===== src/rtl/fir_ctrl_pkg.sv =====
// Shared definitions for the FIR tap sequencer: FSM state encoding and default timing constants.
package fir_ctrl_pkg;

  localparam int DEF_CLK_DIV = 500;
  localparam int DEF_NTAPS   = 32;
  localparam int DEF_MAC_LAT = 2;

  typedef enum logic [2:0] {
    ST_IDLE,
    ST_WRITE,
    ST_MAC,
    ST_FLUSH,
    ST_DONE
  } seq_state_e;

endpackage


===== src/rtl/sample_tick_gen.sv =====
// Sample-rate divider: free-running 0..CLK_DIV-1 counter while enabled, strobe on the last count.
module sample_tick_gen
  import fir_ctrl_pkg::*;
#(
  parameter int CLK_DIV = DEF_CLK_DIV
) (
  input  logic clk,
  input  logic rst,
  input  logic en,
  output logic tick
);

  localparam int CW = (CLK_DIV > 1) ? $clog2(CLK_DIV) : 1;
  localparam logic [CW-1:0] CNT_LAST = CW'(CLK_DIV - 1);

  logic [CW-1:0] r_cnt;

  always_ff @(posedge clk or negedge rst) begin
    if (!rst) begin
      r_cnt <= '0;
    end else if (!en) begin
      r_cnt <= '0;
    end else if (r_cnt == CNT_LAST) begin
      r_cnt <= '0;
    end else begin
      r_cnt <= r_cnt + 1'b1;
    end
  end

  assign tick = (r_cnt == CNT_LAST);

endmodule


===== src/rtl/fir_tap_sequencer.sv =====
// Per-sample control for a time-multiplexed FIR: write the new sample, sweep all taps
// through the external MAC, drain its pipeline, then publish the result.
module fir_tap_sequencer
  import fir_ctrl_pkg::*;
#(
  parameter  int CLK_DIV = DEF_CLK_DIV,
  parameter  int NTAPS   = DEF_NTAPS,
  parameter  int MAC_LAT = DEF_MAC_LAT,
  localparam int AW      = $clog2(NTAPS)
) (
  input  logic          clk,
  input  logic          rst,
  input  logic          en,
  input  logic          clr_ovr,
  output logic          smp_tick,
  output logic          din_we,
  output logic [AW-1:0] wr_addr,
  output logic [AW-1:0] data_addr,
  output logic [AW-1:0] coef_addr,
  output logic          acc_clr,
  output logic          mac_en,
  output logic          dout_valid,
  output logic          busy,
  output logic          overrun
);

  if (NTAPS + MAC_LAT + 3 > CLK_DIV) begin : g_bad_div
    $fatal(1, "fir_tap_sequencer: CLK_DIV too small for NTAPS+MAC_LAT+3");
  end
  if (NTAPS < 4 || NTAPS > 256 || (NTAPS & (NTAPS - 1)) != 0) begin : g_bad_ntaps
    $fatal(1, "fir_tap_sequencer: NTAPS must be a power of two in 4..256");
  end
  if (MAC_LAT < 0 || MAC_LAT > 4) begin : g_bad_lat
    $fatal(1, "fir_tap_sequencer: MAC_LAT must be in 0..4");
  end

  localparam logic [AW-1:0] TAP_LAST = AW'(NTAPS - 1);
  localparam logic [2:0]    FL_LAST  = 3'((MAC_LAT > 0) ? MAC_LAT - 1 : 0);

  seq_state_e    r_state;
  seq_state_e    w_state_nxt;
  logic [AW-1:0] r_tap;
  logic [AW-1:0] r_wptr;
  logic [2:0]    r_fl;
  logic          r_ovr;
  logic          w_tick;

  sample_tick_gen #(
    .CLK_DIV(CLK_DIV)
  ) u_tick (
    .clk (clk),
    .rst (rst),
    .en  (en),
    .tick(w_tick)
  );

  always_ff @(posedge clk or negedge rst) begin
    if (!rst) begin
      r_state <= ST_IDLE;
      r_tap   <= '0;
      r_fl    <= '0;
      r_wptr  <= '0;
      r_ovr   <= 1'b0;
    end else begin
      r_state <= w_state_nxt;
      r_tap   <= (r_state == ST_MAC) ? r_tap + 1'b1 : '0;
      r_fl    <= (r_state == ST_FLUSH) ? r_fl + 1'b1 : '0;
      if (r_state == ST_DONE) begin
        r_wptr <= r_wptr + 1'b1;
      end
      // A missed tick must survive a coincident clear request.
      if (w_tick && r_state != ST_IDLE) begin
        r_ovr <= 1'b1;
      end else if (clr_ovr) begin
        r_ovr <= 1'b0;
      end
    end
  end

  always_comb begin
    w_state_nxt = r_state;
    din_we      = 1'b0;
    mac_en      = 1'b0;
    acc_clr     = 1'b0;
    dout_valid  = 1'b0;
    data_addr   = '0;
    coef_addr   = '0;
    case (r_state)
      ST_IDLE: begin
        if (w_tick) begin
          w_state_nxt = ST_WRITE;
        end
      end
      ST_WRITE: begin
        din_we      = 1'b1;
        w_state_nxt = ST_MAC;
      end
      ST_MAC: begin
        mac_en    = 1'b1;
        acc_clr   = (r_tap == '0);
        coef_addr = r_tap;
        data_addr = r_wptr - r_tap;
        if (r_tap == TAP_LAST) begin
          w_state_nxt = (MAC_LAT == 0) ? ST_DONE : ST_FLUSH;
        end
      end
      ST_FLUSH: begin
        if (r_fl == FL_LAST) begin
          w_state_nxt = ST_DONE;
        end
      end
      ST_DONE: begin
        dout_valid  = 1'b1;
        w_state_nxt = ST_IDLE;
      end
      default: w_state_nxt = ST_IDLE;
    endcase
  end

  assign smp_tick = w_tick;
  assign wr_addr  = r_wptr;
  assign busy     = (r_state != ST_IDLE);
  assign overrun  = r_ovr;

endmodule


===== config.mk =====
export PLATFORM = sky130hd
export DESIGN_NAME = fir_tap_sequencer
export DESIGN_NICKNAME = d
export VERILOG_FILES = /design/src/rtl/fir_ctrl_pkg.sv /design/src/rtl/sample_tick_gen.sv /design/src/rtl/fir_tap_sequencer.sv
export SDC_FILE = /design/constraint.sdc
export NUM_CORES = 1
export LEC_CHECK = 0
export BUFFER_PORTS_ARGS = -buffer_cell sky130_fd_sc_hd__buf_2
export CORE_MARGIN = 1.5
export CORE_UTILIZATION = 40
export CTS_CLUSTER_DIAMETER = 40
export CTS_CLUSTER_SIZE = 10
export DETAILED_ROUTE_END_ITERATION = 16
export HOLD_SLACK_MARGIN = 0.12
export PLACE_DENSITY_LB_ADDON = 0.1
export SYNTH_ARGS = -nofsm -noshare
export SYNTH_HDL_FRONTEND = slang
export SYNTH_SLANG_ARGS = --single-unit

===== constraint.sdc =====
create_clock -name clk -period 2.1 [get_ports clk]
set_clock_uncertainty 0.2 [all_clocks]
set_input_delay 0.105 -clock clk [delete_from_list [all_inputs] [get_ports clk]]
set_output_delay 0.105 -clock clk [all_outputs]
set_load 0.05 [all_outputs]

; ---- Yosys cells after proc, flatten, opt, wreduce, memory -nomap -nowiden
; Index checks and enable logic that the tools add are counted.
[word_totals]
ff_bits = 26
latchBits = 0
ramBits = 0
mem_bits_ro = 0
input_bits = 4
out_inout_bits = 22
elab_cells = 43
mem_count = 0
[classes]
addsub = 5
multipliers = 0
div = 0
magnitude_cmp = 0
eq_ne = 10
n_shift = 0
muxes = 16
bitwise = 0
reduce_logical = 6
[op_table]
columns = op, count
row1 = 9-bit two-way mux, 2
row2 = 5-bit two-way mux, 3
row3 = 3-bit two-way mux, 4
row4 = 3-bit one-hot mux with 4 select lines, 1
row5 = 5-bit by 1-bit adder with 5-bit output (second input constant), 2
row6 = 9-bit by 1-bit adder with 9-bit output (second input constant), 1
row7 = 9-bit == test (second input constant), 1
row8 = 3-bit by 1-bit == test with 1-bit output (second input constant), 2
row9 = 3-bit by 2-bit == test with 1-bit output (second input constant), 2
row10 = 1-bit two-way mux, 6
row11 = 5-bit == test (second input constant), 1
row12 = 5-bit logical NOT, 1
row13 = 5-bit subtractor, 1
row14 = 2-bit by 1-bit != test with 1-bit output (second input constant), 2
row15 = 3-bit by 1-bit adder with 3-bit output (second input constant), 1
row16 = 3-bit == test (second input constant), 1
row17 = 3-bit logical NOT, 1
row18 = 3-bit AND reduction, 1
row19 = 3-bit nonzero test, 1
row20 = 2-bit != test (second input constant), 1
row21 = 2-bit nonzero test, 1
row22 = 1-bit logical AND, 1

; ---- Longest topological paths before layout
[logic_depth]
ltp_word = 3
depth_mapped = 7
mapped_depth_nobuf = 7

; ---- Cells and area by module
; From an unflattened synthesis, not the netlist that was laid out.
[unflattened]
hier_cells = 155
hier_area_um2 = 1579.0
[by_module_without_submodules]
columns = mod, instances, cells_each, area_each_um2, seq_area_each_um2
row1 = fir_tap_sequencer, 1, 102, 1019.7, 425.4
row2 = sample_tick_gen, 1, 53, 559.3, 225.2

; ---- Least setup slack after synthesis
; Ideal clock, no wire load.
[synth_path]
path_kind = register -> output
from = reg r_wptr[0] (netlist: wr_addr[0])
to = out data_addr[4]
t_arrival_ns = 2.875
t_required_ns = 1.795
slack_ns = -1.080
path_stages_with_launch = 8
n_path_buf = 0
cell_sequence = dfrtp_1 > inv_1 > ha_1 > fa_1 > nor2b_1 > o21a_1 > nor3_1 > nor3b_1
[synth_between]
elab_chain_len = 2
[synth_rtl]
columns = element, line
row1 = "start, declared", fir_tap_sequencer.sv:43  ; logic [AW-1:0] r_wptr;
row2 = "start signal, assigned", fir_tap_sequencer.sv:69  ; r_wptr <= r_wptr + 1'b1;
row3 = 5-bit subtractor, fir_tap_sequencer.sv:102  ; data_addr = r_wptr - r_tap;
row4 = 5-bit two-way mux, fir_tap_sequencer.sv:88  ; case (r_state)
row5 = "end, declared", fir_tap_sequencer.sv:18  ; output logic [AW-1:0] data_addr,
; No other way between the ends.

; ---- Worst setup path in the final report
[layout_path]
from = reg r_tap[0]
to = out data_addr[4]
[layout_between]
elab_chain_len = 2
[layout_rtl]
columns = element, line
row1 = "start, declared", fir_tap_sequencer.sv:42  ; logic [AW-1:0] r_tap;
row2 = "start signal, assigned", fir_tap_sequencer.sv:66  ; r_tap <= (r_state == ST_MAC) ? r_tap + 1'b1 : '0;
row3 = 5-bit subtractor, fir_tap_sequencer.sv:102
row4 = 5-bit two-way mux, fir_tap_sequencer.sv:88
; No other way between the ends.

==> results_dict.tcl <==
set metrics [dict create \
    regArea_um2 656 \
    synth-edff-count 0 \
    cts-root-buf "clkbuf_4" \
    diodes 0 \
    final_nets 205 \
    fin_cells 234 \
    synth_most_common_cell "dfrtp_1" \
    grt_pass1_vias 1152 \
    rsz0062_at_grt "yes" \
    yosysUniqueCellTypes 31 \
    synth_seq_area_share_pct 46.3 \
    finalHoldViolCount 0 \
    max_cap_viol_count 0 \
    fmax_ghz 0.426 \
    drive_above_1_share_pct 33.5 \
    worstReg2RegStart "r_tap[0]$_DFF_PN0_" \
    start_kind "register" \
    holdPathEnd "r_fl[0]$_DFF_PN0_" \
    yosys.area.top_type "dfrtp_1" \
    start_util_pct 41.7 \
    powerDensity_nw_per_um2 468 \
    crit_path_start "r_tap[0]$_DFF_PN0_" \
    area_growth_syn_to_layout_pct 35.9 \
    combPwrFrac_pct 3.7 \
    critPathMaxFanout 2 \
    worstHoldStart "r_fl[0]$_DFF_PN0_" \
    finalSetupTns_ns -0.380 \
    muxShareOfSynthArea_pct 0 \
    die_area_um2 3870 \
    drt-initial-drc-count 29 \
    setup_slack_ns -0.246 \
    syn_nets 159 \
    path_class "register to output port" \
    placed_cells 216 \
    yosys_warnings 0 \
    hold_path.class "register to register" \
    synth_seq_cells 26 \
    die_h_um 62.2 \
    netSwitchingFraction_pct 19.9 \
    clock_path_buffers 2 \
    violations "setup timing" \
    async_flop_share_pct 100 \
    drv_slew 0 \
    netlist_top_cells_count "26 x dfrtp_1, 23 x nor2_1, 11 x ha_1, 11 x inv_1, 10 x xnor2_1" \
    num_rows 21 \
    cts_tree "done" \
    cp.required_ns 1.79 \
    worstPathArrival_ns 2.04 \
    ys.flop_type "dfrtp_1" \
    clock_latency_ns 0.33 \
    worst_slew_pin_slew_ns 0.268 \
    cts.sink_count 26 \
    endpoint_kind "output port" \
    synth_xor_area_share_pct 7.49 \
    synthAdderAreaFrac_pct 11.2 \
    drt_first_pass_iters 4 \
    status "complete, but fails checks" \
    power_frac_seq_pct 57.1 \
    total_power_uw 892 \
    worstReg2RegEnd "r_state[0]$_DFFE_PN0P_" \
    fp.coreArea_um2 3360 \
    synth_cells 143 \
    syn_area_um2 1400 \
    fillers 329 \
    place_ws_ns 0.0235 \
    gp_congestion 0.810 \
    ys_top_cells_by_area "dfrtp_1 46%, ha_1 9.8%, xnor2_1 6.2%, nor2_1 6.1%, nor2b_1 3.1%" \
    wire_per_inst_um 12.2 \
    setup_viol_count_final 3 \
    vdd_drop_max_mv 0.246 \
    grt_overflow 0 \
    finalCritPeriodShare_pct 112 \
    multiInputGateArea_um2 781 \
    clk_pin_slew_ns 0.14 \
    min_path_cells 1 \
    ant_nets 0 \
    regToRegSetupSlack_ns 0.16 \
    pin_count 26 \
    fin_crit_ns 2.35 \
    hpwlAfterDp_um 2120 \
    maxSlewHeadroom_pct 82.1 \
    vias 1139 \
    yosys.area.top_type_share_pct 46.3 \
    synth_compound_area_share_pct 7.04 \
    syn_avg_cell_area_um2 9.82 \
    clockPowerShare_pct 39.1 \
    power_switching_uw 178 \
    p_int_uw 714 \
    fp.dieW_um 62.2 \
    synth_top_family_by_area "simple AND/OR/NAND/NOR gates" \
    antenna_found_initial 0 \
    avgViaCountPerCell 4.87 \
    route.detailed.drc 0 \
    yosys.area_share.simple_pct 24.3 \
    reg2reg_depth 8 \
    grt_usage_pct 16.6 \
    cts_made_buffers 3 \
    grt_pass1_wl_um 5110 \
    p_leak_nw 0.917 \
    htree_levels 1 \
    io_buffers 25 \
    wl_um 2850 \
    grt_max_degree 27 \
]
==> through the flow <==
| step | util (%) | hold WS [ns] | cell area [um2] |
|---|---|---|---|
| 6_report | 56.7 | 0.282 | 1910 |
| 5_1_grt | 56.7 | 0.307 | 1910 |
| 4_1_cts | 55.3 | 0.287 | 1860 |
| 3_5_place_dp | 49.3 | -0.0554 | 1660 |
| 3_3_place_gp | 49.3 | -0.0605 | 1660 |
| 2_1_floorplan | - | -0.391 | 1460 |
==> power groups by stage <==
stage | registers [mW] | clock network [mW] | logic (mW)
finish | 0.510 | 0.349 | 0.0332
floorplan | 0.518 | 0 | 0.00831
detailed placement | 0.519 | 0 | 0.0238
CTS | 0.510 | 0.363 | 0.0346
global route | 0.511 | 0.384 | 0.0378
global placement | 0.519 | 0 | 0.0233
==> state kept, by name (all words and copies together) (netlist names) <==
register and flops:
u_tick.r_cnt 9, r_tap 5, wr_addr 5, r_fl 3
r_state 3, overrun 1
==> critical path: stages (launching register included) <==
cell and delay, ns:
dfrtp_1 0.45, ha_4 0.18, fa_2 0.36, nor2b_4 0.13, o21a_1 0.16, nor3_2 0.06
nor3b_4 0.18, buf_6 0.18
==> logic make-up after synthesis <==
logic type               count (synthesis)
AO/OA/AOI/OAI                           14
AND/OR/NAND/NOR                         66
flip-flops                              26
XOR/XNOR                                12
adder cells (fa/ha/maj)                 12
buffers and inverters                   13
==> cell usage in the layout (no fill, tap or decap), drive strengths merged, types with 5 or more instances in the layout <==
master  Yosys  layout
and2        6       6
buf         1      38
dfrtp      26      26
ha         11      11
inv        11      11
nand2       8       8
nor2       23      23
nor2b       7       7
nor3        5       5
o21ai       6       6
xnor2      10      10
==> timing repair <==
item	in CTS	in global routing
hold buffers	5	0
resized for setup	11	9
buffers inserted	6	3
endpoints found under the hold margin	36	0
pin swaps	5	2
setup endpoints to repair	4	7
==> layer usage <==
metal	track usage, %	vias up	wire [um]
li1	-	561	-
met1	21.6	558	1350
met2	27.6	16	1370
met3	4.35	4	103
met4	4.17	0	23
met5	0	-	0
==> final cells by class <==
| type | instances | share of cell area (%) |
|---|---|---|
| repair buffers | 43 | 16.8 |
| clock buffers | 3 | 1.18 |
| flip-flops and latches | 26 | 34.4 |
| well taps | 46 | 3.02 |
| inverters | 11 | 2.16 |
| multi-input cells | 104 | 40.9 |
| clock inverters | 1 | 1.57 |
==> worst max-delay path by stage <==
stage / end / slack (ns) / cells past startpoint
2_1_floorplan: data_addr[4] / -0.15 / 7
3_3_place_gp: data_addr[4] / 0.07 / 8
3_5_place_dp: data_addr[4] / 0.02 / 8
4_1_cts: data_addr[4] / -0.24 / 8
5_1_grt: data_addr[4] / -0.39 / 7
6_report: data_addr[4] / -0.25 / 7
No activity file was read; power rests on OpenSTA's default activity.
